<file path="src/rtl/lut_sweeper.sv">
// Programmable 2^N-entry truth-table LUT with serial load, registered evaluation and exhaustive sweep.
// Optional build macro LUT_SWEEP_READY_EN adds sw_ready_i backpressure on sweep beats.
module lut_sweeper #(
    parameter int unsigned            N          = 4,
    parameter logic [(1 << N) - 1:0]  INIT_TABLE = 16'h212F
) (
    input  logic         clk,
    input  logic         rst_n,
    input  logic         cfg_en_i,
    input  logic         cfg_bit_i,
    input  logic [N-1:0] in_vec_i,
    output logic         eval_out_o,
    input  logic         start_i,
    output logic [N-1:0] sw_vec_o,
    output logic         sw_out_o,
    output logic         sw_valid_o,
    output logic         busy_o,
    output logic         done_o,
`ifdef LUT_SWEEP_READY_EN
    input  logic         sw_ready_i,
`endif
    output logic [N:0]   ones_count_o
);

    localparam int unsigned   T        = 1 << N;
    localparam logic [N-1:0]  IDX_LAST = '1;

    typedef enum logic [1:0] {
        S_IDLE,
        S_SWEEP,
        S_DONE
    } state_e;

    state_e         state_q, state_d;
    logic [T-1:0]   table_q, table_d;
    logic [N-1:0]   idx_q, idx_d;
    logic [N:0]     ones_q, ones_d;
    logic           eval_q, eval_d;
    logic           sw_out;
    logic           sw_valid;
    logic           beat_go;

    always_ff @(posedge clk or negedge rst_n) begin
        if (!rst_n) begin
            state_q <= S_IDLE;
            table_q <= INIT_TABLE;
            idx_q   <= '0;
            ones_q  <= '0;
            eval_q  <= 1'b0;
        end else begin
            state_q <= state_d;
            table_q <= table_d;
            idx_q   <= idx_d;
            ones_q  <= ones_d;
            eval_q  <= eval_d;
        end
    end

    assign sw_out   = table_q[idx_q];
    assign sw_valid = (state_q == S_SWEEP);

`ifdef LUT_SWEEP_READY_EN
    assign beat_go = sw_valid && sw_ready_i;
`else
    assign beat_go = sw_valid;
`endif

    always_comb begin
        state_d = state_q;
        table_d = table_q;
        idx_d   = idx_q;
        ones_d  = ones_q;
        // Evaluation reads the pre-edge table, so a same-cycle shift is not visible.
        eval_d  = table_q[in_vec_i];

        if (cfg_en_i && (state_q == S_IDLE)) begin
            table_d = {cfg_bit_i, table_q[T-1:1]};
        end

        unique case (state_q)
            S_IDLE: begin
                // A start coinciding with a config shift is dropped.
                if (start_i && !cfg_en_i) begin
                    state_d = S_SWEEP;
                    idx_d   = '0;
                    ones_d  = '0;
                end
            end
            S_SWEEP: begin
                if (beat_go) begin
                    ones_d = ones_q + {{N{1'b0}}, sw_out};
                    if (idx_q == IDX_LAST) begin
                        state_d = S_DONE;
                    end else begin
                        idx_d = idx_q + 1'b1;
                    end
                end
            end
            S_DONE: begin
                state_d = S_IDLE;
                idx_d   = '0;
            end
            default: begin
                state_d = S_IDLE;
                idx_d   = '0;
            end
        endcase
    end

    assign eval_out_o   = eval_q;
    assign sw_vec_o     = idx_q;
    assign sw_out_o     = sw_out;
    assign sw_valid_o   = sw_valid;
    assign busy_o       = sw_valid;
    assign done_o       = (state_q == S_DONE);
    assign ones_count_o = ones_q;

endmodule
</file>
<file path="config.mk">
export PLATFORM = sky130hd
export DESIGN_NAME = lut_sweeper
export DESIGN_NICKNAME = d
export VERILOG_FILES = /design/src/rtl/lut_sweeper.sv
export SDC_FILE = /design/constraint.sdc
export NUM_CORES = 1
export LEC_CHECK = 0
export CAP_MARGIN = 20
export CORE_ASPECT_RATIO = 0.7
export CORE_MARGIN = 10
export CORE_UTILIZATION = 35
export CTS_BUF_LIST = sky130_fd_sc_hd__clkbuf_8
export DETAILED_ROUTE_END_ITERATION = 10
export GPL_TIMING_DRIVEN = 0
export RECOVER_POWER = 100
export SYNTH_ARGS = -nofsm -noshare
export SYNTH_HDL_FRONTEND = slang
export SYNTH_SLANG_ARGS = --single-unit
</file>
<file path="constraint.sdc">
create_clock -name clk -period 4.2 [get_ports clk]
set_input_delay 0.84 -clock clk [delete_from_list [all_inputs] [get_ports clk]]
set_output_delay 0.84 -clock clk [all_outputs]
set_load 0.005 [all_outputs]
</file>
==> qor.yml, run 1 <==
clock_network:
  post_cts_buffers: 0
  cts_root_buf: "clkbuf_8"
  cts_max_level: 1
  cts_resized: 0
  clk_path_buf_depth: 2
  clk-insertion-delay-late_ns: 0.28
  cts_num_sinks: 28
  cts_tree: "built"
  holdBufCountCts: 0
  cts_buffers: 3
  clkTransAtPathRegs_ns: 0.10
floorplan:
  die_w_um: 97.27
  die_y_um: 74.09
  start_util_pct: 36.84
  num_rows: 19
  core_area_um2: 3970
  dieArea_um2: 7206
  io_pins: 23
placed_design:
  place_hpwl_um: 2212
  port-buffer-count: 22
  gp_congestion: 0.7777
  place_inst: 182
  place_ws_ns: 1.402
  placed_area_um2: 1763
worst_setup_path:
  cp-end-kind: "output port"
  critPathMaxFanout: 7
  worstPathRequired_ns: 3.36
  path_cells: "clkbuf_1 > mux4_2 > and2_0 > a211oi_1 > a21oi_1 > dlygate4sd3_1"
  arrival_ns: 2.65
  worstRegToRegCells: 11
  critPathKind: "flip-flop to output port"
  reg2reg_slack_ns: 1.50
  cpPeakStageDelay_ns: 0.60
  critPathSlowestCell: "dlygate4sd3_1"
  critPathLaunchType: "flip-flop"
cells_and_area:
  multi_input_area_um2: 694.4
  instances_no_fill: 186
  fin_util_pct: 45.19
  register_area_um2: 709.4
  area_growth_pct: 22.67
  antennaDiodeCount: 0
  fillCellCount: 357
  drive_gt1_share_pct: 22.39
  design_area_um2: 1794
  nNetsFinal: 147
synth:
  yosys_warnings: 0
  synthMostInstantiatedCell: "dfrtp_1"
  syn-mean-instance-area_um2: 13.67
  synthFlopType: "dfrtp_1"
  synth_cell_types: 30
  synthArstFlopShare_pct: 100.0
  synthTopCellsByCount: "dfrtp_1, mux2_2, dfstp_2"
  synth_edf_count: 0
  synth_seq_cells: 28
  syn_area_um2: 1463
  syn_nets: 119
  synth_top_area_share_pct: 35.93
  synthTopCellsByArea: "dfrtp_1, dfstp_2, mux2_2"
  synth_largest_area_cell: "dfrtp_1"
  ys_seq_area_share_pct: 48.50
  syn_inst: 107
timing:
  setup_ws_ns: 0.7059
  hold_violations: 0
  rsz0062_at_grt: "no"
  finalSetupTns_ns: 0
  period_share_pct: 83.19
  slew_violations: 0
  worstMarginPinSlew_ns: 0.9656
  period_needed_ns: 3.494
  fin_skew_ns: 0.009461
  fmax_ghz: 0.2862
  relSlewSlack_pct: 35.49
  setup_viol: 0
global_route:
  grt.total_usage_pct: 8.129
  grt_pass1_vias: 986
  grt_pass1_wl_um: 4892
  grt_antenna_before_repair: 0
  grt_overflow: 0
  grt_max_degree: 17
route:
  routed_wirelength_um: 2817
  ant_nets: 0
  routedWlPerCell_um: 15.15
  firstDrtPassIters: 4
  via_per_inst: 5.242
  vias: 975
  drt_iter0_drc: 27
  route.detailed.drc: 0
worst_hold_path:
  hp-class: "flip-flop to flip-flop"
  whs_path_depth: 1
outcome:
  status: "completed"
power:
  p_per_area_nw_per_um2: 654.3
  peakVddDrop_uv: 263.9
  power_leakage_nw: 0.7918
flow_run:
  drv_cap: 0
## placed cells by master (no fill, tap or decap)
| cell | n |
|---|---|
| dfrtp_1 | 21 |
| mux2_2 | 16 |
| dlygate4sd3_1 | 15 |
| clkdlybuf4s50_1 | 7 |
| dfstp_2 | 7 |
| mux4_1 | 6 |
| a21oi_1 | 6 |
| clkbuf_1 | 5 |
| nor3_1 | 5 |
| mux2i_1 | 4 |
| nor2_1 | 4 |
| nand2_1 | 4 |
| a211oi_1 | 3 |
| nor2b_1 | 3 |
| nand3_1 | 3 |
| o21ai_0 | 3 |
| ha_1 | 3 |
| clkbuf_8 | 3 |
| inv_1 | 2 |
| mux4_2 | 2 |
| a22o_1 | 2 |
| and2_0 | 1 |
| nor3b_1 | 1 |
| a21o_1 | 1 |
| and4_1 | 1 |
| a32oi_1 | 1 |
| nand3b_1 | 1 |
| nand4_1 | 1 |
| o21bai_1 | 1 |
| clkbuf_4 | 1 |
| bufinv_16 | 1 |
## worst max-delay path, delay by kind of cell, from the launching register on
family,cells,cell delay (ns)
buffers and inverters,2,0.95
multiplexers,1,0.55
flip-flops,1,0.39
AO/OA/AOI/OAI,2,0.32
AND/OR/NAND/NOR,1,0.17
## sequential cells by signal, summed over array words and instances, names as in the netlist
| register | count |
|---|---|
| ones_count_o | 5 |
| eval_out_o | 1 |
| table_q | 16 |
| sw_vec_o | 4 |
| state_q | 2 |
## routing by layer
metal | global-route usage, % | part of all wire [%] | routed length, µm | up-vias
met5 | 0 | 0 | 0 | -
met1 | 10.79 | 48 | 1365 | 492
met4 | 3.376 | 1.6 | 46 | 0
met2 | 12.20 | 46 | 1290 | 17
li1 | - | - | - | 462
met3 | 2.405 | 4.0 | 114 | 4
## logic make-up (layout without fill, tap and decap cells)
kind of cell             Yosys count  after routing  share of synthesized area [%]
multiplexers                      28             28                          28.91
flip-flops                        28             28                          48.50
AND/OR/NAND/NOR                   24             24                          9.324
AO/OA/AOI/OAI                     17             17                          7.784
buffers and inverters              7             34                          2.908
adder cells (fa/ha/maj)            3              3                          2.567
## where the power goes
group / internal, W / leakage (nW) / switching, W
Combinational: 0.000288 / 0.418 / 0.000202
Sequential: 0.000376 / 0.338 / 0.0000932
Clock: 0.000128 / 0.0357 / 0.0000872
Total: 0.000791 / 0.792 / 0.000383
## layout make-up
class | instances | area share [%]
Clock inverter | 1 | 1.674
Tap cell | 52 | 3.626
Buffer | 5 | 1.255
Inverter | 2 | 0.4184
Clock buffer | 3 | 2.301
Timing Repair Buffer | 23 | 12.48
Sequential cell | 28 | 39.54
Multi-Input combinational cell | 72 | 38.70
## final timing paths
check                                             from                           to
max in group asynchronous                        rst_n       table_q[6]$_DFFE_PN0P_
min in group asynchronous                        rst_n      table_q[11]$_DFFE_PN0P_
hold / removal             ones_count_o[0]$_DFFE_PN0P_  ones_count_o[0]$_DFFE_PN0P_
hold reg to reg            ones_count_o[0]$_DFFE_PN0P_  ones_count_o[0]$_DFFE_PN0P_
setup reg to reg               sw_vec_o[0]$_DFFE_PN0P_  ones_count_o[4]$_DFFE_PN0P_
setup / recovery               sw_vec_o[0]$_DFFE_PN0P_                     sw_out_o
## per-stage QoR
stage          hold WS, ns  power [W]
2_1_floorplan       0.5036  0.0007971
3_3_place_gp        0.5154   0.001003
3_5_place_dp        0.5180   0.001018
4_1_cts             0.5439   0.001234
5_1_grt             0.5900   0.001266
6_report            0.5343   0.001174
(Power assumes the default switching activity.)
==> run 2: changes to the inputs <==
==> constraint.sdc (replaced) <==
create_clock -name clk -period 3.4 [get_ports clk]
set_input_delay 0.68 -clock clk [delete_from_list [all_inputs] [get_ports clk]]
set_output_delay 0.68 -clock clk [all_outputs]
set_load 0.005 [all_outputs]
==> run 2 against run 1 <==
Effect of this change:
- sequential share of layout area fell by 0.16 points
- core utilization increased by 0.19 points
- die area stayed put
- critical path type unchanged
- highest routed layer unchanged
==> qor.yml, run 2 (synthesized netlist as in run 1, its figures left out) <==
outcome:
  status: "completed"
cells_and_area:
  instances_no_fill: 186  # unchanged
  fillCellCount: 355  # -0.56%
  fin_util_pct: 45.38  # +0.19 points
  largest_register: "table_q"
  layout_commonest_cell: "dfrtp_1"
  largest_reg_flops: 16  # unchanged
  area_growth_pct: 23.18
  antennaDiodeCount: 0  # unchanged
  nNetsFinal: 147  # unchanged
  drive_gt1_share_pct: 23.13  # +0.75 points
  layout.cells.most_common_list: "dfrtp_1, mux2_2, dlygate4sd3_1, clkdlybuf4s50_1, dfstp_2"
placed_design:
  gp_congestion: 0.7777  # unchanged
  place_inst: 182  # unchanged
  port-buffer-count: 22  # unchanged
  place_hpwl_um: 2212  # unchanged
timing:
  worstMarginPinSlew_ns: 0.9657  # +0.00006783 ns
  period_share_pct: 91.01
  fmax_ghz: 0.3232
  setup_viol: 0  # unchanged
  period_needed_ns: 3.094
  fin_skew_ns: 0.01023  # +0.0007680 ns
  finalSetupTns_ns: 0  # unchanged
  hold_violations: 0  # unchanged
  slew_violations: 0  # unchanged
  relSlewSlack_pct: 35.48  # about the same
  rsz0062_at_grt: "no"
global_route:
  grt.met3_usage_pct: 2.405  # unchanged
  grt_max_degree: 17  # unchanged
  grt.total_usage_pct: 8.129  # unchanged
  grt_pass1_vias: 986  # unchanged
  grt_use_met2_pct: 12.20  # unchanged
  grt_antenna_before_repair: 0  # unchanged
  grt_overflow: 0  # unchanged
  busiest_layer: "met2"
  grt_pass1_wl_um: 4892  # unchanged
  grtUsageMet1_pct: 10.79  # unchanged
worst_setup_path:
  arrival_ns: 2.41  # -0.24 ns
  worstPathRequired_ns: 2.72  # -0.64 ns
  path_cells: "buf_6 > mux4_2 > and2_0 > a211oi_1 > a21oi_1 > dlygate4sd3_1"
  critPathSlowestCell: "dlygate4sd3_1"
  path_buf_inv: 2  # unchanged
  cp-end-kind: "output port"
  path_depth: 6  # unchanged
  reg2reg_to: "ones_count_o[4]$_DFFE_PN0P_"
  critPathKind: "flip-flop to output port"
  endpoint: "sw_out_o"
  critPathMaxFanout: 7  # unchanged
  crit_family: "buffers and inverters"
  reg2reg_slack_ns: 0.94  # -0.56 ns
  crit_path_start: "sw_vec_o[0]$_DFFE_PN0P_"
  worstRegToRegCells: 11  # unchanged
  cpPeakStageDelay_ns: 0.60  # about the same
  critPathLaunchType: "flip-flop"
  r2r-start: "sw_vec_o[0]$_DFFE_PN0P_"
flow_run:
  drv_cap: 0  # unchanged
clock_network:
  holdBufCountCts: 0  # unchanged
  cts_num_sinks: 28  # unchanged
  clk-insertion-delay-late_ns: 0.28  # about the same
  clkTransAtPathRegs_ns: 0.10  # about the same
  cts_buffers: 3  # unchanged
  post_cts_buffers: 0  # unchanged
  cts_max_level: 1  # unchanged
  cts_tree: "built"
  cts_root_buf: "clkbuf_8"
  clk_path_buf_depth: 2  # unchanged
  cts_resized: 0  # unchanged
floorplan:
  die_y_um: 74.09  # unchanged
  start_util_pct: 36.84  # unchanged
  die_w_um: 97.27  # unchanged
  dieArea_um2: 7206  # unchanged
  num_rows: 19  # unchanged
  core_area_um2: 3970  # unchanged
  io_pins: 23  # unchanged
route:
  routed_wirelength_um: 2821  # +0.14%
  firstDrtPassIters: 4  # unchanged
  ant_nets: 0  # unchanged
  routedWlPerCell_um: 15.17  # +0.14%
  route.detailed.drc: 0  # unchanged
  via_per_inst: 5.242  # unchanged
  vias: 975  # unchanged
  drt_iter0_drc: 27  # unchanged
power:
  power_leakage_nw: 0.7967  # +0.62%
  p_per_area_nw_per_um2: 811.0  # +24%
  peakVddDrop_uv: 330.0  # +25%
worst_hold_path:
  hp-class: "flip-flop to flip-flop"
-- run 2: worst reg2reg max path, stage by stage, from the launching register on --
cell and delay [ns]:
dfrtp_1 0.40, buf_6 0.15, mux4_2 0.49, and2_0 0.17
a211oi_1 0.22, a21oi_1 0.10, ha_1 0.23, ha_1 0.21
nand3_1 0.12, nor3_1 0.05, a21oi_1 0.12, o21ai_0 0.08
-- run 2: cell type report --
class / count / area (µm²) / share of cell area (%)
Timing Repair Buffer: 23 / 224.0 / 12.43
Inverter: 2 / 7.507 / 0.4167
Clock inverter: 1 / 30.03 / 1.667
Tap cell: 52 / 65.06 / 3.611
Clock buffer: 3 / 41.29 / 2.292
Buffer: 5 / 30.03 / 1.667
Multi-Input combinational cell: 72 / 694.4 / 38.54
Sequential cell: 28 / 709.4 / 39.37
-- run 2: worst min path at each step --
stage,end,slack (ns),cells after the start,from
6_report,ones_count_o[0]$_DFFE_PN0P_,0.53,1,ones_count_o[0]$_DFFE_PN0P_
5_1_grt,table_q[11]$_DFFE_PN0P_,0.59,1,table_q[12]$_DFFE_PN0P_
4_1_cts,ones_count_o[0]$_DFFE_PN0P_,0.54,1,ones_count_o[0]$_DFFE_PN0P_
3_5_place_dp,ones_count_o[0]$_DFFE_PN0P_,0.52,1,ones_count_o[0]$_DFFE_PN0P_
3_3_place_gp,ones_count_o[0]$_DFFE_PN0P_,0.52,1,ones_count_o[0]$_DFFE_PN0P_
2_1_floorplan,eval_out_o$_DFF_PN0_,0.38,0,rst_n
-- run 2: routing by layer --
metal	part of all wire [%]	vias up
li1	-	462
met1	49	492
met2	46	17
met3	4.0	4
met4	1.6	0
met5	0	-
-- run 2: power breakdown --
group          internal [W]  switching, W
Sequential         0.000464      0.000117
Combinational      0.000365      0.000250
Clock              0.000158      0.000108
-- run 2: stage by stage --
step	setup WS [ns]	hold WS (ns)	power [W]	instance area (µm²)
after floorplan	1.128	0.3844	0.0009847	1463
after global placement	0.7681	0.5154	0.001239	1748
after detailed placement	0.7615	0.5180	0.001257	1763
after CTS	0.4322	0.5439	0.001524	1834
after global routing	0.1804	0.5900	0.001575	1802
final	0.3057	0.5347	0.001461	1802
==> run 3: changes to the inputs <==
--- a/config.mk
+++ b/config.mk
@@ -5,7 +5,7 @@
 export SDC_FILE = /design/constraint.sdc
 export NUM_CORES = 1
 export LEC_CHECK = 0
-export CAP_MARGIN = 20
+export CAP_MARGIN = 25
 export CORE_ASPECT_RATIO = 0.7
 export CORE_MARGIN = 10
 export CORE_UTILIZATION = 35
==> results of run 3 <==
No change in the layout: final DEF, timing and power equal those of run 2.
